[config.mk]
export PLATFORM = sky130hd
export DESIGN_NAME = pc_fetch_sequencer
export DESIGN_NICKNAME = d
export VERILOG_FILES = /design/src/rtl/pc_pkg.sv /design/src/rtl/pc_redirect_buffer.sv /design/src/rtl/pc_fetch_sequencer.sv
export SDC_FILE = /design/constraint.sdc
export NUM_CORES = 1
export LEC_CHECK = 0
export CAP_MARGIN = 0
export CORE_MARGIN = 2
export CORE_UTILIZATION = 49
export DETAILED_ROUTE_END_ITERATION = 6
export GPL_TIMING_DRIVEN = 0
export PLACE_DENSITY_LB_ADDON = 0.12
export SETUP_SLACK_MARGIN = 0.1
export SYNTH_ARGS = -nofsm -noshare
export SYNTH_HDL_FRONTEND = slang
export SYNTH_SLANG_ARGS = --single-unit
[constraint.sdc]
create_clock -name Clk -period 6.6 [get_ports Clk]
set_input_delay 1.32 -clock Clk [delete_from_list [all_inputs] [get_ports Clk]]
set_output_delay 1.32 -clock Clk [all_outputs]
set_load 0.02 [all_outputs]
[src/rtl/pc_pkg.sv]
// rtl/pc_pkg.sv - shared types and defaults for the PC fetch sequencer
package pc_pkg;

    typedef enum logic [1:0] {
        IDLE,
        FETCH,
        HALT
    } state_t;

    typedef enum logic [1:0] {
        SEL_SEQ,
        SEL_REDIR,
        SEL_PEND
    } sel_t;

    localparam logic [31:0] RESET_PC_DEF   = 32'h0000_0000;
    localparam logic [31:0] EXC_VECTOR_DEF = 32'h0000_0080;

endpackage

[src/rtl/pc_redirect_buffer.sv]
// rtl/pc_redirect_buffer.sv - jump/branch priority mux and one-entry pending redirect
module pc_redirect_buffer (
    input  logic        clk,
    input  logic        rst,
    input  logic        jump,
    input  logic [31:0] jump_target,
    input  logic        branch_taken,
    input  logic [31:0] branch_target,
    input  logic        fire,
    input  logic        capture_en,
    output logic        redir,
    output logic [31:0] tgt,
    output logic        pending_v,
    output logic [31:0] pending
);

    assign redir = jump | branch_taken;
    assign tgt   = jump ? jump_target : branch_target;

    // A redirect that cannot be consumed now is parked; a newer one replaces it.
    always_ff @(posedge clk or posedge rst) begin
        if (rst) begin
            pending_v <= 1'b0;
            pending   <= 32'h0000_0000;
        end else if (fire) begin
            pending_v <= 1'b0;
        end else if (redir && capture_en) begin
            pending_v <= 1'b1;
            pending   <= tgt;
        end
    end

endmodule

[src/rtl/pc_fetch_sequencer.sv]
// rtl/pc_fetch_sequencer.sv - PC register, next-PC arbitration and fetch handshake FSM
// Optional misaligned-redirect trap enabled by defining PC_ALIGN_CHECK_EN.
module pc_fetch_sequencer
    import pc_pkg::*;
#(
    parameter logic [31:0] RESET_PC   = RESET_PC_DEF,
    parameter logic [31:0] EXC_VECTOR = EXC_VECTOR_DEF
) (
    input  logic        Clk,
    input  logic        Reset,
    input  logic [31:0] PCAddResult,
    input  logic        BranchTaken,
    input  logic [31:0] BranchTarget,
    input  logic        Jump,
    input  logic [31:0] JumpTarget,
    input  logic        Stall,
    input  logic        Halt,
    input  logic        FetchReady,
    output logic [31:0] PCResult,
    output logic        FetchValid,
    output logic [31:0] FetchCount,
    output logic        Halted,
    output logic        AlignFault
);

`ifdef PC_ALIGN_CHECK_EN
    localparam bit ALIGN_CHECK = 1'b1;
`else
    localparam bit ALIGN_CHECK = 1'b0;
`endif

    state_t      state;
    state_t      state_next;
    sel_t        sel;
    logic        fire;
    logic        redir;
    logic [31:0] tgt;
    logic        pending_v;
    logic [31:0] pending;
    logic [31:0] sel_target;
    logic        misaligned;
    logic [31:0] next_pc;
    logic        fault_next;
    logic        capture_en;

    assign fire       = FetchValid & FetchReady & ~Stall;
    assign capture_en = (state != HALT);

    pc_redirect_buffer u_redirect_buffer (
        .clk           (Clk),
        .rst           (Reset),
        .jump          (Jump),
        .jump_target   (JumpTarget),
        .branch_taken  (BranchTaken),
        .branch_target (BranchTarget),
        .fire          (fire),
        .capture_en    (capture_en),
        .redir         (redir),
        .tgt           (tgt),
        .pending_v     (pending_v),
        .pending       (pending)
    );

    always_ff @(posedge Clk or posedge Reset) begin
        if (Reset) begin
            state <= IDLE;
        end else begin
            state <= state_next;
        end
    end

    always_comb begin
        state_next = state;
        case (state)
            IDLE:    state_next = Halt ? HALT : FETCH;
            FETCH:   state_next = Halt ? HALT : FETCH;
            HALT:    state_next = HALT;
            default: state_next = IDLE;
        endcase
    end

    // Live redirect beats a parked one, which beats the sequential PC.
    always_comb begin
        sel = SEL_SEQ;
        if (redir) begin
            sel = SEL_REDIR;
        end else if (pending_v) begin
            sel = SEL_PEND;
        end
    end

    always_comb begin
        sel_target = (sel == SEL_REDIR) ? tgt : pending;
        misaligned = (sel_target[1:0] != 2'b00);
        next_pc    = PCAddResult;
        fault_next = 1'b0;
        if (sel != SEL_SEQ) begin
            if (ALIGN_CHECK && misaligned) begin
                next_pc    = EXC_VECTOR;
                fault_next = 1'b1;
            end else begin
                next_pc = {sel_target[31:2], 2'b00};
            end
        end
    end

    // Valid and halted are registered from the next state so they line up with it.
    always_ff @(posedge Clk or posedge Reset) begin
        if (Reset) begin
            PCResult   <= RESET_PC;
            FetchValid <= 1'b0;
            FetchCount <= 32'h0000_0000;
            Halted     <= 1'b0;
            AlignFault <= 1'b0;
        end else begin
            if (fire) begin
                PCResult   <= next_pc;
                FetchCount <= FetchCount + 32'd1;
            end
            FetchValid <= (state_next == FETCH);
            Halted     <= (state_next == HALT);
            AlignFault <= fire & fault_next;
        end
    end

endmodule
==> metrics.md, run 1 <==
| Metric | Value |
|---|---|
| Worst Tran Pin Value | 0.6036 ns |
| Initial Util | 49.99% |
| Fin crit period | 2.957 ns |
| Number of global-route vias before repair | 4205 |
| DRT Pass-1 Iters | 5 |
| Crit path capture | u_redirect_buffer.pending[23] |
| Synth area leaders | dfrtp_1, a22oi_1, mux2i_1 |
| Final #Nets | 731 |
| First-pass GRT wire length | 21.00 mm |
| Chip height | 103.4 um |
| Final Hold Vio Count | 0 |
| Status | complete, no violations |
| Clock Skews | 0.009972 ns |
| Grt total ovfl | 0 |
| Final Non-Filler Cells | 765 |
| Hpwl dp | 9.996 mm |
| Post-route clock period utilization | 44.80% |
| Gr usage total | 25.44% |
| Routed len/inst | 17.63 um |
| CTS max path bufs | 2 |
| Reg2reg end | FetchCount[24] |
| Diode count | 0 |
| Routed WL | 13.49 mm |
| 1st-iter DRT viols | 154 |
| Fmax | 338.2 MHz |
| Die area | 10690 sq um |
| Final count of negative-setup-slack endpoints | 0 |
| RSZ-0062 raised after global routing | false |
| Gpl congestion | 0.8316 |
| Share of layout cells above drive strength 1 | 8.386% |
| CTS Root Cell | clkbuf_8 |
| Synth Instances | 451 |
| Initial antenna violation count | 0 |
| WP data required | 6.84 ns |
| Peak VDD IR | 208.2 uV |
| Worst r2r src | FetchCount[0] |
| Clock net sink count | 98 |
| Post-synth top flop | dfrtp_1 |
| Worst Setup SP | Stall |
| Core footprint | 9684 sq um |
| Pwr per Cell Area | 316.6 nW/um^2 |
| DR vias/cell | 5.574 |
| Most frequent cells in the layout | clkdlybuf4s50_1, dfrtp_1, a22oi_1 |
| Worst skew pair latency | 0.37 ns |
| Leak pwr | 2.870 nW |
| CP arrival | 3.19 ns |
| Seq cells post-synth | 98 |
| Number of synthesized flops with an enable pin | 0 |
| Ys async rst share | 100.0% |
| Max_slew headroom | 59.76% |
| I/O Buffers | 164 |
| Placed Cells | 749 |
| Htree depth | 3 |
| R2R depth | 5 |
| CP Launch Type | input pin |
| CP Class | input pin to register |
| Post-cts resize count | 0 |
| Synthesis warning total | 0 |
| FP Rows | 36 |
| Setup TNS | 0 ns |
| Syn avg cell area | 10.73 sq um |
| Antenna Nets Post-Route | 0 |
| Crit. End Element | register |
| Worst hold path type | register to register |
| Top-area cell type share of the netlist area | 50.66% |
| Leading area contributor after synthesis | dfrtp_1 |
| Largest net degree at the start of global routing | 71 |
| Yosys cell types | 33 |
| Hold Buf Count CTS | 0 |
| Fin. max-slew vios | 0 |
| Mapped cell area | 4841 sq um |
| Area Overhead vs Synth | 42.21% |
| Setup Fix Bufs, Post-CTS | 0 |
| CTS tree | built |
| Seq/Total Area, Yosys | 50.66% |
| Chip width | 103.4 um |
| Vias | 4264 |
| Top Ports | 170 |
| Num CTS Buffers | 9 |
| R2r setup slk | 4.55 ns |
| Commonest non-fill, non-tap cell in the layout | clkdlybuf4s50_1 |
| Max FO, Critical Path | 10 |
| Max_cap viols | 0 |
| Post-Syn Nets | 555 |
| Post-route DRC | 0 |
| Worst-path clk slew | 0.09 ns |
-- cell families (layout without fill, tap and decap cells) --
| family | Yosys count | after routing | share of synthesized area, % |
|---|---|---|---|
| buffers and inverters | 34 | 215 | 3.050 |
| adder cells (fa/ha/maj) | 1 | 1 | 0.2584 |
| multiplexers | 48 | 48 | 10.39 |
| AND/OR/NAND/NOR | 112 | 112 | 12.38 |
| other | 1 | 1 | 0.07747 |
| XOR/XNOR | 31 | 31 | 5.609 |
| AO/OA/AOI/OAI | 126 | 126 | 17.58 |
| flip-flops | 98 | 98 | 50.66 |
-- power breakdown --
group / internal (W) / switching [W]
clock: 0.000188 / 0.000212
sequential: 0.000801 / 0.000125
combinational: 0.000427 / 0.000427
-- synthesized netlist by cell type, types with 11 or more instances --
cell and n:
nand3_1 11, a21oi_1 21, dfrtp_1 98, nand2_1 26, nor2_1 31, o211ai_1 21, nand4_1 19, clkbuf_1 14
o21ai_0 18, o21a_1 21, a22oi_1 42, mux2_2 18, xnor2_1 24, mux2i_1 30, buf_2 13
-- worst max-delay path, stage by stage --
cell	delay (ns)
clkdlybuf4s50_1	0.48
and3b_1	0.24
nor3_2	0.41
buf_2	0.34
buf_2	0.29
a21oi_1	0.11
-- layer usage --
metal | wire, um | track usage, % | vias up
li1 | - | - | 2009
met1 | 5848 | 34.85 | 2084
met2 | 6649 | 41.54 | 157
met3 | 804 | 3.898 | 14
met4 | 188 | 8.603 | 0
met5 | 0 | 0 | -
-- area by class of cell --
type / instances / area, sq um
fillers: 749 / 2800
clock buffers: 11 / 141.4
repair buffers: 165 / 1669
inverters: 3 / 13.76
plain buffers: 31 / 136.4
clock inverters: 5 / 63.81
multi-input cells: 319 / 2241
well taps: 133 / 166.4
flip-flops and latches: 98 / 2452
-- sequential cells by signal, indices dropped and copies added (netlist names) --
name	flops
FetchCount	32
PCResult	32
u_redirect_buffer.pending	30
FetchValid	1
Halted	1
state	1
u_redirect_buffer.pending_v	1
-- stage by stage --
stage	power, W	cell area (sq um)	utilization, %	hold WS [ns]	setup WS (ns)
after floorplan	0.001392	4841	-	0.4804	2.718
after global placement	0.001759	6649	68.66	0.4639	1.191
after detailed placement	0.001795	6679	68.97	0.4738	3.264
after CTS	0.002194	6884	71.09	0.4914	3.646
after global routing	0.002304	6884	71.09	0.5117	3.478
final	0.002180	6884	71.09	0.4888	3.643
-- how the worst min path moves through the flow --
| stage | slack, ns | start | endpoint | depth (start not counted) |
|---|---|---|---|---|
| floorplan | 0.48 | u_redirect_buffer.pending[11] | u_redirect_buffer.pending[11] | 1 |
| global placement | 0.46 | FetchCount[31] | FetchCount[31] | 1 |
| detailed placement | 0.47 | PCResult[11] | PCResult[11] | 2 |
| CTS | 0.49 | Halted | FetchValid | 1 |
| global route | 0.51 | PCResult[27] | PCResult[27] | 1 |
| finish | 0.49 | Halted | FetchValid | 1 |
(Power assumes the default switching activity.)
==> run 2, diff against run 1 <==
CORE_UTILIZATION = 46   (was 49)
clock period = 3 ns   (was 6.6 ns; I/O delays follow)
==> run 2 against run 1 <==
- utilization is 3.5 points lower
- cell count is 0.52% higher
- worst hold slack worse by 0.010 ns
- first-iteration DRC count is 17% higher
- flip-flop and latch count stayed put
- global-route usage is 1.8 points lower
- register-to-register slack worse by 3.6 ns
- clock power grew to 2.6 times the previous value
- total power is 130% higher
- setup slack worse by 3.0 ns
- combinational power is 120% higher
- largest power group unchanged
- highest routed layer unchanged
==> metrics.md, run 2 (synthesis results as in run 1) <==
| Metric | Value |
|---|---|
| DRT Pass-1 Iters | 4 |
| Clock net sink count | 98 |
| I/O Buffers | 164 |
| CTS Root Cell | clkbuf_8 |
| Worst skew pair latency | 0.35 ns |
| Sw Share | 33.29% |
| Hpwl dp | 9.850 mm |
| Worst Tran Pin Value | 0.7198 ns |
| Fin crit period | 2.316 ns |
| RSZ-0062 raised after global routing | false |
| Crit. End Element | register |
| Hold Buf Count CTS | 0 |
| Routed WL | 13.23 mm |
| Crit path top cell by count | buf_2 |
| Antenna Nets Post-Route | 0 |
| Min-delay src | FetchCount[31] |
| R2r setup slk | 1.00 ns |
| Post-placement cell area | 6696 sq um |
| CTS tree | built |
| Final Non-Filler Cells | 769 |
| Worst-path clk slew | 0.09 ns |
| Max FO, Critical Path | 10 |
| Critical Path Max Stage Delay | 0.48 ns |
| Setup TNS | 0 ns |
| Worst slack at placement | 0.3226 ns |
| Gpl congestion | 0.8385 |
| Gr usage total | 23.68% |
| Vias | 4294 |
| Clock Skews | 0.006901 ns |
| Area Overhead vs Synth | 43.53% |
| Pwr per Cell Area | 711.7 nW/um^2 |
| Htree depth | 3 |
| Leak pwr | 2.902 nW |
| Hold path cells | 1 |
| Combinational share of power | 37.8% |
| Post-route clock period utilization | 77.19% |
| Int Power | 0.003299 W |
| Hold EP | FetchCount[31] |
| Reg2reg end | FetchCount[30] |
| Routed len/inst | 17.21 um |
| Seq pwr share | 41.1% |
| Regs by FF count | FetchCount: 32 flops, PCResult: 32 flops, u_redirect_buffer.pending: 30 flops |
| Commonest non-fill, non-tap cell in the layout | clkdlybuf4s50_1 |
| Post-cts resize count | 0 |
| Number of global-route vias before repair | 4221 |
| Multi-input combinational cell area | 2241 sq um |
| Top Ports | 170 |
| Chip width | 106.6 um |
| Num CTS Buffers | 9 |
| Critical-path cell list | clkdlybuf4s50_1 -> buf_2 -> buf_2 -> buf_1 -> a22oi_1 -> o211ai_1 -> o21a_1 |
| Chip height | 106.6 um |
| Fin. max-slew vios | 0 |
| Most frequent cells in the layout | clkdlybuf4s50_1, dfrtp_1, a22oi_1 |
| Post-route DRC | 0 |
| Setup slack after layout | 0.6843 ns |
| Peak VDD IR | 421.3 uV |
| Status | complete, no violations |
| Clock share of power | 21.1% |
| Worst hold path type | register to register |
| Max_cap viols | 0 |
| Filler cell count in the final layout | 830 |
| Max_slew headroom | 51.91% |
| First-pass GRT wire length | 21.18 mm |
| CP Class | input pin to register |
| Die area | 11360 sq um |
| CP arrival | 2.61 ns |
| FP Rows | 37 |
| Diode count | 0 |
| Worst Setup SP | Jump |
| Final count of negative-setup-slack endpoints | 0 |
| Final Hold Vio Count | 0 |
| CTS max path bufs | 2 |
| CP Launch Type | input pin |
| Fin area | 6948 sq um |
| WP data required | 3.29 ns |
| Final #Nets | 732 |
| Largest net degree at the start of global routing | 37 |
| Seq. cell area | 2452 sq um |
| DR vias/cell | 5.584 |
| R2R depth | 5 |
| Setup Fix Bufs, Post-CTS | 0 |
| Switching power total | 0.001646 W |
| Grt total ovfl | 0 |
| Initial Util | 47.10% |
| Placed Cells | 753 |
| Slowest-stage cell, CP | clkdlybuf4s50_1 |
| Core footprint | 10280 sq um |
| Initial antenna violation count | 0 |
| Worst r2r src | FetchCount[0] |
| Fmax | 431.8 MHz |
| 1st-iter DRT viols | 180 |
| Total power | 0.004945 W |
| Share of layout cells above drive strength 1 | 8.689% |
[run 2: cell type report]
type | count | share of cell area (%)
inverter | 3 | 0.2161
buffer | 31 | 1.963
sequential | 98 | 35.30
multi-input combinational | 319 | 32.25
tap | 136 | 2.449
clock inverter | 5 | 1.441
clock buffer | 11 | 2.179
timing repair buffer | 166 | 24.20
[run 2: power groups by stage]
stage | logic (W) | clock network, W | registers [W]
finish | 0.00187 | 0.00104 | 0.00203
global placement | 0.00183 | 0 | 0.00203
CTS | 0.00189 | 0.00106 | 0.00203
detailed placement | 0.00188 | 0 | 0.00206
global route | 0.00202 | 0.00112 | 0.00209
floorplan | 0.000767 | 0 | 0.00230
[run 2: worst max path at each step]
stage                                          to  slack (ns)  cells after the start
CTS                  u_redirect_buffer.pending[5]        0.70                      6
global route        u_redirect_buffer.pending[16]        0.58                      6
finish                               PCResult[23]        0.68                      7
global placement                      PCResult[9]        0.20                      2
floorplan           u_redirect_buffer.pending[11]        1.18                      4
detailed placement   u_redirect_buffer.pending[5]        0.32                      6
[run 2: through the flow]
stage | util (%) | hold slack (ns)
3_3_place_gp | 64.77 | 0.4615
4_1_cts | 67.60 | 0.4790
6_report | 67.60 | 0.4784
3_5_place_dp | 65.16 | 0.4660
2_1_floorplan | - | 0.4804
5_1_grt | 67.60 | 0.5111
[run 2: per-layer routing]
layer  track usage [%]  part of all wire, %  up-vias
met2             39.63                   49      151
met1             30.41                   43     2104
li1                  -                    -     2014
met4             9.462                  2.4        0
met3             4.438                  5.7       25
met5                 0                    0        -
[run 2: critical path: cells and delay by family]
| kind | cells | cell delay [ns] |
|---|---|---|
| compound gates | 3 | 0.51 |
| buf+inv | 4 | 1.49 |
==> run 3, diff against run 2 <==
CORE_UTILIZATION = 41   (was 46)
clock period = 2.1 ns   (was 3 ns; I/O delays follow)
==> run 3 against run 2 <==
- non-clock buffer count rose by 7
- global-route usage decreased by 1.8 points
- register-to-register slack worse by 0.66 ns
- cell count grew 1.8%
- flip-flop and latch count is the same
- cell area grew 2.6%
- via count hardly changed
- critical path depth down 1
- critical endpoint is now FetchCount[17]
- worst hold slack got worse by 0.0029 ns
==> metrics.md, run 3 (synthesis results as in run 1) <==
| Metric | Value |
|---|---|
| Worst Tran Pin Value | 0.7705 ns |
| I/O Buffers | 164 |
| Gr usage total | 21.90% |
| Hold_ws | 0.4754 ns |
| Hold path cells | 1 |
| Antenna Nets Post-Route | 0 |
| Area Overhead vs Synth | 47.22% |
| Top delay family on crit path | simple AND/OR/NAND/NOR gates |
| Largest net degree at the start of global routing | 36 |
| Final Hold Vio Count | 0 |
| Chip height | 112.7 um |
| Max FO, Critical Path | 7 |
| Diode count | 0 |
| Initial Util | 42.21% |
| CP Launch Type | input pin |
| Share of layout cells above drive strength 1 | 10.94% |
| R2r setup slk | 0.34 ns |
| Routed WL | 13.56 mm |
| Number of global-route vias before repair | 4298 |
| CTS max path bufs | 2 |
| Pwr per Cell Area | 1048 nW/um^2 |
| CTS Root Cell | clkbuf_16 |
| Worst hold path type | register to register |
| Fin. max-slew vios | 0 |
| CP Buf/Inv Count | 2 |
| Peak VDD IR | 665.5 uV |
| Crit. End Element | register |
| FP Rows | 39 |
| Slowest-stage cell, CP | nand3b_1 |
| Total power | 0.007469 W |
| Filler cell count in the final layout | 955 |
| DRT Pass-1 Iters | 4 |
| WP data required | 2.33 ns |
| Most frequent cells in the layout | clkdlybuf4s50_1, dfrtp_1, a22oi_1 |
| RSZ-0062 raised after global routing | false |
| Hold EP | FetchCount[31] |
| Post-route DRC | 0 |
| CP Class | input pin to register |
| Initial antenna violation count | 0 |
| Grt total ovfl | 0 |
| Final Non-Filler Cells | 783 |
| Fmax | 522.9 MHz |
| Max_slew headroom | 48.53% |
| Core footprint | 11470 sq um |
| Worst slack at placement | -0.3751 ns |
| Worst r2r src | FetchCount[0] |
| Commonest non-fill, non-tap cell in the layout | clkdlybuf4s50_1 |
| Critical-path cell list | clkdlybuf4s50_1 -> nand3b_1 -> nor4_4 -> buf_4 -> nand4_1 -> xnor2_1 |
| Worst skew pair latency | 0.35 ns |
| Setup TNS | 0 ns |
| R2R depth | 7 |
| Chip width | 112.7 um |
| Worst path depth | 6 |
| Hold Buf Count CTS | 0 |
| Setup slack after layout | 0.1876 ns |
| Vias | 4291 |
| Max_cap viols | 0 |
| Clock net sink count | 98 |
| Die area | 12690 sq um |
| CP arrival | 2.15 ns |
| Post-route clock period utilization | 91.07% |
| Htree depth | 3 |
| Worst-path clk slew | 0.07 ns |
| Status | complete, no violations |
| Min-delay src | FetchCount[31] |
| 1st-iter DRT viols | 259 |
| Critical Path Max Stage Delay | 0.46 ns |
| Num CTS Buffers | 9 |
| Hpwl dp | 10.03 mm |
| Reg2reg end | FetchCount[24] |
| Regs by FF count | FetchCount: 32 flops, PCResult: 32 flops, u_redirect_buffer.pending: 30 flops |
| First-pass GRT wire length | 21.99 mm |
| Clock Skews | 0.003642 ns |
| Routed len/inst | 17.32 um |
| Final #Nets | 739 |
| Gpl congestion | 0.8329 |
| CTS tree | built |
| Leak pwr | 2.998 nW |
| Top Ports | 170 |
| Fin crit period | 1.912 ns |
| DR vias/cell | 5.480 |
| Final count of negative-setup-slack endpoints | 0 |
| Placed Cells | 760 |
==> run 3: cell count changes in the layout (fill, tap and decap cells not counted), moves of 4 or more <==
| cell | before | now |
|---|---|---|
| buf_4 | 1 | 8 |
| clkbuf_1 | 14 | 10 |
| clkbuf_16 | 0 | 9 |
| clkbuf_2 | 0 | 5 |
| clkbuf_4 | 0 | 4 |
| clkbuf_8 | 11 | 3 |
==> run 3: how the worst max path moves through the flow <==
| stage | from | end | slack (ns) |
|---|---|---|---|
| floorplan | FetchCount[0] | FetchCount[28] | 0.33 |
| global placement | Reset | PCResult[10] | -0.55 |
| detailed placement | Stall | u_redirect_buffer.pending[18] | -0.38 |
| CTS | Stall | u_redirect_buffer.pending[10] | 0.10 |
| global route | Jump | PCResult[2] | 0.10 |
| finish | Stall | FetchCount[17] | 0.19 |
==> run 3: cell type report <==
| cell class | count | area [sq um] | area share [%] |
|---|---|---|---|
| sequential | 98 | 2452 | 34.41 |
| multi-input combinational | 319 | 2252 | 31.60 |
| timing repair buffer | 173 | 1734 | 24.33 |
| clock buffer | 12 | 266.5 | 3.739 |
| tap | 143 | 178.9 | 2.511 |
| buffer | 31 | 155.1 | 2.177 |
| clock inverter | 4 | 72.57 | 1.018 |
| inverter | 3 | 15.01 | 0.2107 |
==> run 3: stage by stage <==
step	area, sq um	utilization, %
final	7127	62.15
after global routing	7127	62.15
after CTS	7071	61.66
after detailed placement	6705	58.47
after global placement	6665	58.12
after floorplan	4845	-
==> run 3: repair_timing <==
item,in CTS,in global routing
endpoints found under the setup margin,46,68
pin swaps,2,4
setup buffers,2,5
gates resized for setup,6,10
==> run 3: routing by layer <==
layer	up-vias	global-route usage (%)	part of all wire [%]	routed length (um)
met5	-	0	0	0
met4	0	11.63	3.5	469
met3	29	4.536	6.1	830
met2	147	34.93	47	6377
met1	2076	28.07	43	5883
li1	2039	-	-	-
==> run 3: power by group <==
part | switching [W] | internal, W | total [W] | leakage [nW]
Clock | 0.000718 | 0.00114 | 0.00186 | 0.165
Sequential | 0.000382 | 0.00252 | 0.00290 | 1.20
Combinational | 0.00133 | 0.00138 | 0.00271 | 1.63
